[src/rtl/rr_pkt_arb.sv]
// rr_pkt_arb: packet-granular round-robin arbiter sharing one valid/ready channel among N requesters.
// Build option RR_PKT_ARB_OUT_REG_EN: 2-entry skid buffer on the output (1-cycle latency, full rate).
//
// state  | meaning
// IDLE   | between packets; round-robin pick starting at ptr, pick frozen while stalled
// LOCKED | mid-packet; only owner is forwarded until its last beat is accepted
module rr_pkt_arb #(
  parameter int N = 4,
  parameter int W = 32
) (
  input  logic                 clk,
  input  logic                 arst_n,
  input  logic [N-1:0]         i_in_vld,
  input  logic [N-1:0]         i_in_last,
  input  logic [N*W-1:0]       i_in_dat,
  output logic [N-1:0]         o_in_rdy,
  output logic                 o_out_vld,
  output logic                 o_out_last,
  output logic [W-1:0]         o_out_dat,
  output logic [$clog2(N)-1:0] o_out_id,
  input  logic                 i_out_rdy,
  output logic                 o_busy
);
  localparam int IW = $clog2(N);

  typedef enum logic {IDLE = 1'b0, LOCKED = 1'b1} state_t;

  state_t        state_q, state_d;
  logic [IW-1:0] ptr_q, ptr_d, owner_q, owner_d, hold_sel_q, hold_sel_d;
  logic [IW-1:0] rr_sel, cand, cur;
  logic [IW:0]   sum;
  logic          hold_q, hold_d, run_q, found;
  logic          arb_vld, arb_last, arb_rdy, fire;
  logic [W-1:0]  arb_dat;
  logic [N-1:0]  in_rdy;

  function automatic logic [IW-1:0] inc_mod(input logic [IW-1:0] v);
    return (v == IW'(N - 1)) ? '0 : v + 1'b1;
  endfunction

  // Wrapping search ptr, ptr+1, .. ; one extra bit so non-power-of-2 N wraps correctly.
  always_comb begin
    found  = 1'b0;
    rr_sel = '0;
    sum    = '0;
    cand   = '0;
    for (int k = 0; k < N; k++) begin
      sum = {1'b0, ptr_q} + (IW+1)'(k);
      if (sum >= (IW+1)'(N)) sum = sum - (IW+1)'(N);
      cand = sum[IW-1:0];
      if (!found && i_in_vld[cand]) begin
        found  = 1'b1;
        rr_sel = cand;
      end
    end
  end

  always_comb begin
    cur      = (state_q == LOCKED) ? owner_q : (hold_q ? hold_sel_q : rr_sel);
    arb_vld  = run_q & i_in_vld[cur];
    arb_last = i_in_last[cur];
    arb_dat  = i_in_dat[cur*W +: W];
    fire     = arb_vld & arb_rdy;
    in_rdy   = '0;
    in_rdy[cur] = fire;
  end

  always_comb begin
    state_d    = state_q;
    ptr_d      = ptr_q;
    owner_d    = owner_q;
    hold_d     = 1'b0;
    hold_sel_d = hold_sel_q;
    case (state_q)
      IDLE: begin
        if (fire) begin
          if (arb_last) begin
            ptr_d = inc_mod(cur);
          end else begin
            state_d = LOCKED;
            owner_d = cur;
          end
        end else if (arb_vld) begin
          hold_d     = 1'b1;
          hold_sel_d = cur;
        end
      end
      LOCKED: begin
        if (fire && arb_last) begin
          state_d = IDLE;
          ptr_d   = inc_mod(owner_q);
        end
      end
      default: state_d = IDLE;
    endcase
  end

  // run_q keeps the combinational forward path quiet during and just after reset.
  always_ff @(posedge clk or negedge arst_n) begin
    if (!arst_n) begin
      state_q    <= IDLE;
      ptr_q      <= '0;
      owner_q    <= '0;
      hold_q     <= 1'b0;
      hold_sel_q <= '0;
      run_q      <= 1'b0;
    end else begin
      state_q    <= state_d;
      ptr_q      <= ptr_d;
      owner_q    <= owner_d;
      hold_q     <= hold_d;
      hold_sel_q <= hold_sel_d;
      run_q      <= 1'b1;
    end
  end

  assign o_in_rdy = in_rdy;
  assign o_busy   = (state_q == LOCKED);

`ifdef RR_PKT_ARB_OUT_REG_EN
  logic [W-1:0]  buf_dat  [2];
  logic          buf_last [2];
  logic [IW-1:0] buf_id   [2];
  logic          wr_q, rd_q, pop;
  logic [1:0]    cnt_q;

  assign arb_rdy = (cnt_q != 2'd2);
  assign pop     = o_out_vld & i_out_rdy;

  always_ff @(posedge clk) begin
    if (fire) begin
      buf_dat[wr_q]  <= arb_dat;
      buf_last[wr_q] <= arb_last;
      buf_id[wr_q]   <= cur;
    end
  end

  always_ff @(posedge clk or negedge arst_n) begin
    if (!arst_n) begin
      wr_q  <= 1'b0;
      rd_q  <= 1'b0;
      cnt_q <= 2'd0;
    end else begin
      if (fire) wr_q <= ~wr_q;
      if (pop)  rd_q <= ~rd_q;
      case ({fire, pop})
        2'b10:   cnt_q <= cnt_q + 2'd1;
        2'b01:   cnt_q <= cnt_q - 2'd1;
        default: cnt_q <= cnt_q;
      endcase
    end
  end

  assign o_out_vld  = (cnt_q != 2'd0);
  assign o_out_dat  = buf_dat[rd_q];
  assign o_out_last = buf_last[rd_q];
  assign o_out_id   = buf_id[rd_q];
`else
  assign arb_rdy    = i_out_rdy;
  assign o_out_vld  = arb_vld;
  assign o_out_dat  = arb_dat;
  assign o_out_last = arb_last;
  assign o_out_id   = cur;
`endif

  for (genvar g = 0; g < N; g++) begin : g_req_chk
    a_req_hold: assert property (@(posedge clk) disable iff (!arst_n)
      (i_in_vld[g] && !o_in_rdy[g]) |=>
        (i_in_vld[g] && $stable(i_in_dat[g*W +: W]) && $stable(i_in_last[g])));
  end

  a_out_hold: assert property (@(posedge clk) disable iff (!arst_n)
    (o_out_vld && !i_out_rdy) |=>
      (o_out_vld && $stable(o_out_dat) && $stable(o_out_last) && $stable(o_out_id)));

endmodule
[config.mk]
export PLATFORM = sky130hd
export DESIGN_NAME = rr_pkt_arb
export DESIGN_NICKNAME = d
export VERILOG_FILES = /design/src/rtl/rr_pkt_arb.sv
export SDC_FILE = /design/constraint.sdc
export NUM_CORES = 1
export LEC_CHECK = 0
export CAP_MARGIN = 20
export CORE_MARGIN = 2
export CORE_UTILIZATION = 27
export DETAILED_ROUTE_END_ITERATION = 8
export MAX_ROUTING_LAYER = met4
export PLACE_DENSITY = 0.78
export SLEW_MARGIN = 10
export SYNTH_ARGS = -nofsm -noshare
export SYNTH_HDL_FRONTEND = slang
export SYNTH_SLANG_ARGS = --single-unit
export TNS_END_PERCENT = 50
[constraint.sdc]
create_clock -name clk -period 3.1 [get_ports clk]
set_clock_uncertainty 0.15 [all_clocks]
set_input_delay 0.62 -clock clk [delete_from_list [all_inputs] [get_ports clk]]
set_output_delay 0.62 -clock clk [all_outputs]
set_load 0.01 [all_outputs]
==> out/metrics.yaml, run 1 <==
power:
  internal_power_uw: 2929
  p_comb_frac: 0.935
  p_sw_uw: 2614
  clockPowerShare: 0.025
  peakVddDrop_mv: 0.6155
  power.leakage_uw: 0.002077
  swShare: 0.4716
  sequentialPowerShare: 0.040
  power.density_nw_per_um2: 1210
synthesis:
  netlist_instances: 311
  yosys_warnings: 0
  seq_area_frac_synth: 0.1261
  synth-edff-count: 0
  synth_top_flop_cell: "dfrtp_1"
  async_reset_ff_frac: 1.000
  synth_area_um2: 1787
  synth_nets: 455
  synth-seq-cells: 9
  synthDistinctLibCells: 41
  syn-mean-instance-area_um2: 5.745
worst_setup_path:
  worstReg2RegEnd: "owner_q[0]$_DFFE_PN0P_"
  reg2reg_depth: 12
  r2r-start: "ptr_q[1]$_DFFE_PN0P_"
  cp_max_fo: 6
  critPathCaptureType: "primary output"
  critPathKind: "input pin to primary output"
  cp.arrival_ns: 2.51
  r2r_setup_slack_ns: 0.03
  worstSetupStartpointType: "input pin"
  crit_required_ns: 2.33
floorplanning:
  die_h_um: 85.35
  start_util: 0.2798
  die_x_um: 85.35
  rows: 29
  io_pins: 180
  dieArea_um2: 7284
  core_um2: 6386
clock_network:
  cts_hold_buffers: 0
  cts_made_buffers: 3
  cts_sinks: 9
  clockBufferDepth: 2
  cts_tree: "built"
  cts-root-buf: "clkbuf_8"
  clk_pin_slew_ns: 0.05
  worst_skew_pair.late_latency_ns: 0.24
  htreeDepth: 1
timing:
  setup_slack_ns: -0.1759
  fin_crit_ns: 3.276
  hold_viol_final: 0
  setup_viol: 38
  post-route-period-util: 1.057
  rsz0062_at_grt: "yes"
  drv_slew: 0
  fin_hold_ws_ns: 0.3950
  timing.fmax_mhz: 305.3
global_route:
  grt_pass1_vias: 3095
  grt_overflow: 0
  antenna_found_initial: 0
  grt.total_usage: 0.2511
  grt_pass1_wl_um: 14540
  grt_start_max_net_pins: 26
min_path:
  hold_start: "owner_q[1]$_DFFE_PN0P_"
  hold_class: "flip-flop to flip-flop"
  holdPathEnd: "owner_q[1]$_DFFE_PN0P_"
  hold_depth: 1
route:
  drt-vias-per-instance: 5.188
  routed_wl_um: 10350
  detail-route-antenna-nets: 0
  vias: 3154
  post_drt_wl_per_cell_um: 17.02
  firstDrtPassIters: 4
  drc: 0
  drt_first_iter_violations: 136
finish:
  final_cell_mix: "135 x clkdlybuf4s50_1, 122 x nand2_1, 37 x buf_4, 36 x buf_2, 20 x and3_4"
  seq_area_um2: 226.5
  drive_above_1_share: 0.3352
  antennaDiodeCount: 0
  fillCellCount: 510
  layout_commonest_cell: "clkdlybuf4s50_1"
  finalNonFillerCells: 608
  multi_input_area_um2: 1795
  area_growth_pct: 156.5
  nets: 676
flow_run:
  max_cap_violations: 0
status:
  status: "finished with violations"
  violations: "negative setup slack"
place:
  hpwl_um: 6818
  placed_cells_incl_taps: 580
  place_ws_ns: -0.9378
  placement.io_buffers: 179
  gp_congestion: 0.9256
==> power groups by stage <==
stage	logic [uW]	registers, uW	clock network, uW
finish	5180	221	140
global route	5530	228	146
CTS	4310	220	141
detailed placement	4060	217	0
global placement	3980	212	0
floorplan	2090	189	0
==> critical path: stages <==
cell and delay (ns):
buf_6 0.09, buf_4 0.11, nand2_1 0.06, a311o_1 0.38, a31o_4 0.27, a311oi_2 0.31, buf_4 0.19, nor3_4 0.05
buf_4 0.15, and2_4 0.15, buf_6 0.11
==> flip-flops by register name, summed over array words and instances, names as in the netlist <==
register,cells
hold_sel_q,2
o_busy,1
run_q,1
ptr_q,2
owner_q,2
hold_q,1
==> worst max path at each step <==
| stage | from | endpoint | slack [ns] | depth (start not counted) |
|---|---|---|---|---|
| 6_report | i_in_vld[0] | o_in_rdy[3] | -0.18 | 11 |
| 5_1_grt | ptr_q[1]$_DFFE_PN0P_ | o_in_rdy[3] | -0.24 | 10 |
| 4_1_cts | i_in_vld[1] | o_in_rdy[3] | -0.07 | 11 |
| 3_5_place_dp | i_in_vld[1] | o_out_dat[27] | -0.94 | 10 |
| 3_3_place_gp | i_in_vld[1] | o_out_dat[27] | -0.90 | 10 |
| 2_1_floorplan | i_in_vld[0] | o_in_rdy[2] | -0.08 | 10 |
==> cell type report <==
| class | count | area share |
|---|---|---|
| clock buffer | 4 | 0.009828 |
| inverter | 7 | 0.007371 |
| sequential | 9 | 0.04941 |
| tap | 77 | 0.02102 |
| multi-input combinational | 268 | 0.3918 |
| timing repair buffer | 243 | 0.5206 |
==> layer usage <==
layer  GRT usage  share of wire
met5           -              0
met1      0.2943           0.41
met4     0.05628          0.015
met2      0.4595           0.52
met3     0.02529          0.060
==> per-stage QoR <==
step	util	total power, uW	TNS [ns]	cell area, um2
2_1_floorplan	-	2284	-0.2332	1861
3_3_place_gp	0.6219	4193	-32.38	3971
3_5_place_dp	0.6219	4277	-35.52	3971
4_1_cts	0.6530	4673	-0.6152	4170
5_1_grt	0.7177	5907	-5.540	4583
6_report	0.7177	5543	-1.828	4583
==> logic make-up (layout without fill, tap and decap cells) <==
logic type,Yosys count,count (layout),share of synthesized area
buf+inv,35,254,0.08193
other cells,1,1,0.002099
compound gates,56,56,0.2136
fa+ha+maj,5,5,0.03501
flops,9,9,0.1261
mux,7,7,0.04132
simple gates,198,199,0.5000
==> synthesized netlist by cell type, types with 3 or more instances <==
library cell,count,share of area
clkbuf_1,20,0.042
inv_1,5,0.011
nor2b_1,4,0.014
and2_1,4,0.014
nor3b_1,5,0.021
buf_4,3,0.013
dfrtp_1,9,0.13
ha_1,5,0.035
and3_1,34,0.12
o21ai_0,6,0.017
nor2_1,5,0.011
mux2i_1,4,0.022
nand2_1,138,0.29
buf_2,3,0.0084
a31oi_1,32,0.11
==> repair_timing <==
| action | 4_1_cts | 5_1_grt |
|---|---|---|
| gates cloned | 4 | 9 |
| gates resized for setup | 207 | 60 |
| pin swaps | 12 | 16 |
| setup endpoints to repair | 45 | 42 |
| setup buffers | 10 | 3 |
(Power assumes the default switching activity.)
==> run 2: changes to the inputs <==
--- a/config.mk
+++ b/config.mk
@@ -6,6 +6,7 @@
 export NUM_CORES = 1
 export LEC_CHECK = 0
 export CAP_MARGIN = 20
+export CORE_ASPECT_RATIO = 2
 export CORE_MARGIN = 2
 export CORE_UTILIZATION = 27
 export DETAILED_ROUTE_END_ITERATION = 8
==> run 2 against run 1 <==
Cell count grew 2.5%. Clock-buffer cell count shrank 1. Critical endpoint is now o_out_dat[1]. Design area shrank 2.7%. The flow still finishes with violations (negative setup slack). Total power shrank 5.0%. Non-clock buffer count grew 5. Fmax grew 3.3%. Largest cell class unchanged.
==> out/metrics.yaml, run 2 (same netlist as run 1, synthesis figures left out) <==
global_route:
  grt_use_met2: 0.4539
  grt_pass1_vias: 3213
  met3_usage: 0.05646
  grt_pass1_wl_um: 14240
  grt-busiest-layer: "met2"
  grt_start_max_net_pins: 32
  grt_overflow: 0
  grt_util_met1: 0.2642
  grt.total_usage: 0.2562
  antenna_found_initial: 0
route:
  drt-vias-per-instance: 5.037
  drt_first_iter_violations: 142
  detail-route-antenna-nets: 0
  drc: 0
  post_drt_wl_per_cell_um: 14.80
  routed_wl_um: 9218
  firstDrtPassIters: 4
  vias: 3138
worst_setup_path:
  critPathKind: "input pin to primary output"
  critPathCaptureType: "primary output"
  reg2reg_depth: 13
  cp_slowest_stage_delay_ns: 0.37
  cp.arrival_ns: 2.40
  cp_max_fo: 6
  worstReg2RegEnd: "owner_q[1]$_DFFE_PN0P_"
  slowest_stage: "a222oi_1"
  r2r_setup_slack_ns: -0.01
  path_cells: "buf_8 -> a21bo_1 -> a222oi_1 -> nand2_1 -> nand2_4 -> buf_12 -> inv_8 -> buf_12 -> buf_12 -> nand2_4 -> and3_4 -> a31oi_2 -> buf_2"
  crit_required_ns: 2.33
  cp_common_cell: "buf_12"
  r2r-start: "ptr_q[1]$_DFFE_PN0P_"
  worstSetupStartpointType: "input pin"
status:
  violations: "negative setup slack"
  status: "finished with violations"
power:
  power.density_nw_per_um2: 1181
  internal_power_uw: 2891
  swShare: 0.4511
  sequentialPowerShare: 0.041
  p_sw_uw: 2376
  power.total_uw: 5267
  peakVddDrop_mv: 1.006
  power.leakage_uw: 0.002058
  p_comb_frac: 0.916
  clockPowerShare: 0.044
clock_network:
  cts_made_buffers: 3
  clockBufferDepth: 2
  worst_skew_pair.late_latency_ns: 0.24
  htreeDepth: 1
  clk_pin_slew_ns: 0.04
  cts-root-buf: "clkbuf_16"
  cts_tree: "built"
  cts_sinks: 9
timing:
  setup_viol: 19
  drv_slew: 0
  setup_slack_ns: -0.07176
  fin_crit_ns: 3.172
  post-route-period-util: 1.023
  rsz0062_at_grt: "yes"
  timing.fmax_mhz: 315.3
  hold_viol_final: 0
finish:
  nets: 680
  antennaDiodeCount: 0
  multi_input_area_um2: 1618
  drive_above_1_share: 0.2991
  largest_registers: "hold_sel_q x2, owner_q x2, ptr_q x2"
  fillCellCount: 589
  area_growth_pct: 149.6
  final_cell_mix: "136 x clkdlybuf4s50_1, 127 x nand2_1, 47 x buf_4, 38 x buf_2, 27 x and3_1"
  seq_area_um2: 225.2
  layout_commonest_cell: "clkdlybuf4s50_1"
min_path:
  hold_class: "flip-flop to flip-flop"
  holdPathEnd: "hold_sel_q[1]$_DFFE_PN0P_"
  hold_start: "hold_sel_q[1]$_DFFE_PN0P_"
  hold_depth: 2
place:
  placement.io_buffers: 179
  gp_congestion: 0.8303
  hpwl_um: 6643
  place_ws_ns: -0.8660
floorplanning:
  die_h_um: 119.0
  core_um2: 6516
  io_pins: 180
  rows: 42
  start_util: 0.2742
  dieArea_um2: 7323
  die_x_um: 61.52
flow_run:
  max_cap_violations: 0
run 2: layout make-up:
class / instances / share of cell area
tap: 88 / 0.02469
clock buffer: 3 / 0.01684
timing repair buffer: 248 / 0.5359
clock inverter: 1 / 0.001122
sequential: 9 / 0.05051
multi-input combinational: 267 / 0.3628
inverter: 7 / 0.008137
run 2: per-layer routing:
metal  wire [um]  up-vias  share of wire
li1            -     1520              -
met1        3300     1402           0.36
met2        4721      196           0.51
met3         919       20           0.10
met4         275        0          0.030
met5           0        -              0
run 2: worst max-delay path, delay by kind of cell:
family	cells	cell delay, ns
AO/OA/AOI/OAI	3	0.58
AND/OR/NAND/NOR	4	0.51
buffers and inverters	6	0.68
run 2: worst max-delay path by stage:
stage                      startpoint             to  slack, ns  depth (start not counted)
final                     i_in_vld[0]   o_out_dat[1]      -0.07                         13
after global routing      i_in_vld[0]   o_out_dat[1]      -0.19                         13
after CTS                 i_in_vld[0]  o_out_dat[27]      -0.04                         11
after detailed placement  i_in_vld[0]    o_in_rdy[1]      -0.87                          9
after global placement    i_in_vld[0]    o_in_rdy[1]      -0.86                         10
after floorplan           i_in_vld[0]    o_in_rdy[2]      -0.08                         10
run 2: what timing repair did:
item                                    CTS  global route
setup buffers                            14             0
gates cloned                              7             0
gates resized for setup                 222            10
pin swaps                                24             7
hold endpoints to repair                  0             0
endpoints found under the setup margin   44            41
hold buffers                              0             0
run 2: metrics by stage:
stage / hold slack [ns] / cells / util / setup TNS, ns / instance area (um2)
finish: 0.3874 / 623 / 0.6843 / -0.7424 / 4459
global route: 0.4237 / 623 / 0.6843 / -5.696 / 4459
CTS: 0.3915 / 623 / 0.6790 / -0.2817 / 4424
detailed placement: 0.3826 / 599 / 0.6265 / -33.36 / 4083
global placement: 0.3646 / 599 / 0.6265 / -32.66 / 4083
floorplan: 0.1744 / 311 / - / -0.2332 / 1861
run 2: power groups by stage:
stage                     sequential [uW]  combinational (uW)  clock (uW)
after global routing                  222                5210         239
after global placement                211                4220           0
final                                 214                4820         230
after floorplan                       189                2090           0
after detailed placement              213                4250           0
after CTS                             214                4770         234
==> run 3: changes to the inputs <==
--- a/config.mk
+++ b/config.mk
@@ -9,6 +9,7 @@
 export CORE_ASPECT_RATIO = 2
 export CORE_MARGIN = 2
 export CORE_UTILIZATION = 27
+export CTS_CLUSTER_SIZE = 20
 export DETAILED_ROUTE_END_ITERATION = 8
 export MAX_ROUTING_LAYER = met4
 export PLACE_DENSITY = 0.78
==> results of run 3 <==
The final DEF is identical to that of run 2; final timing and power are the same.
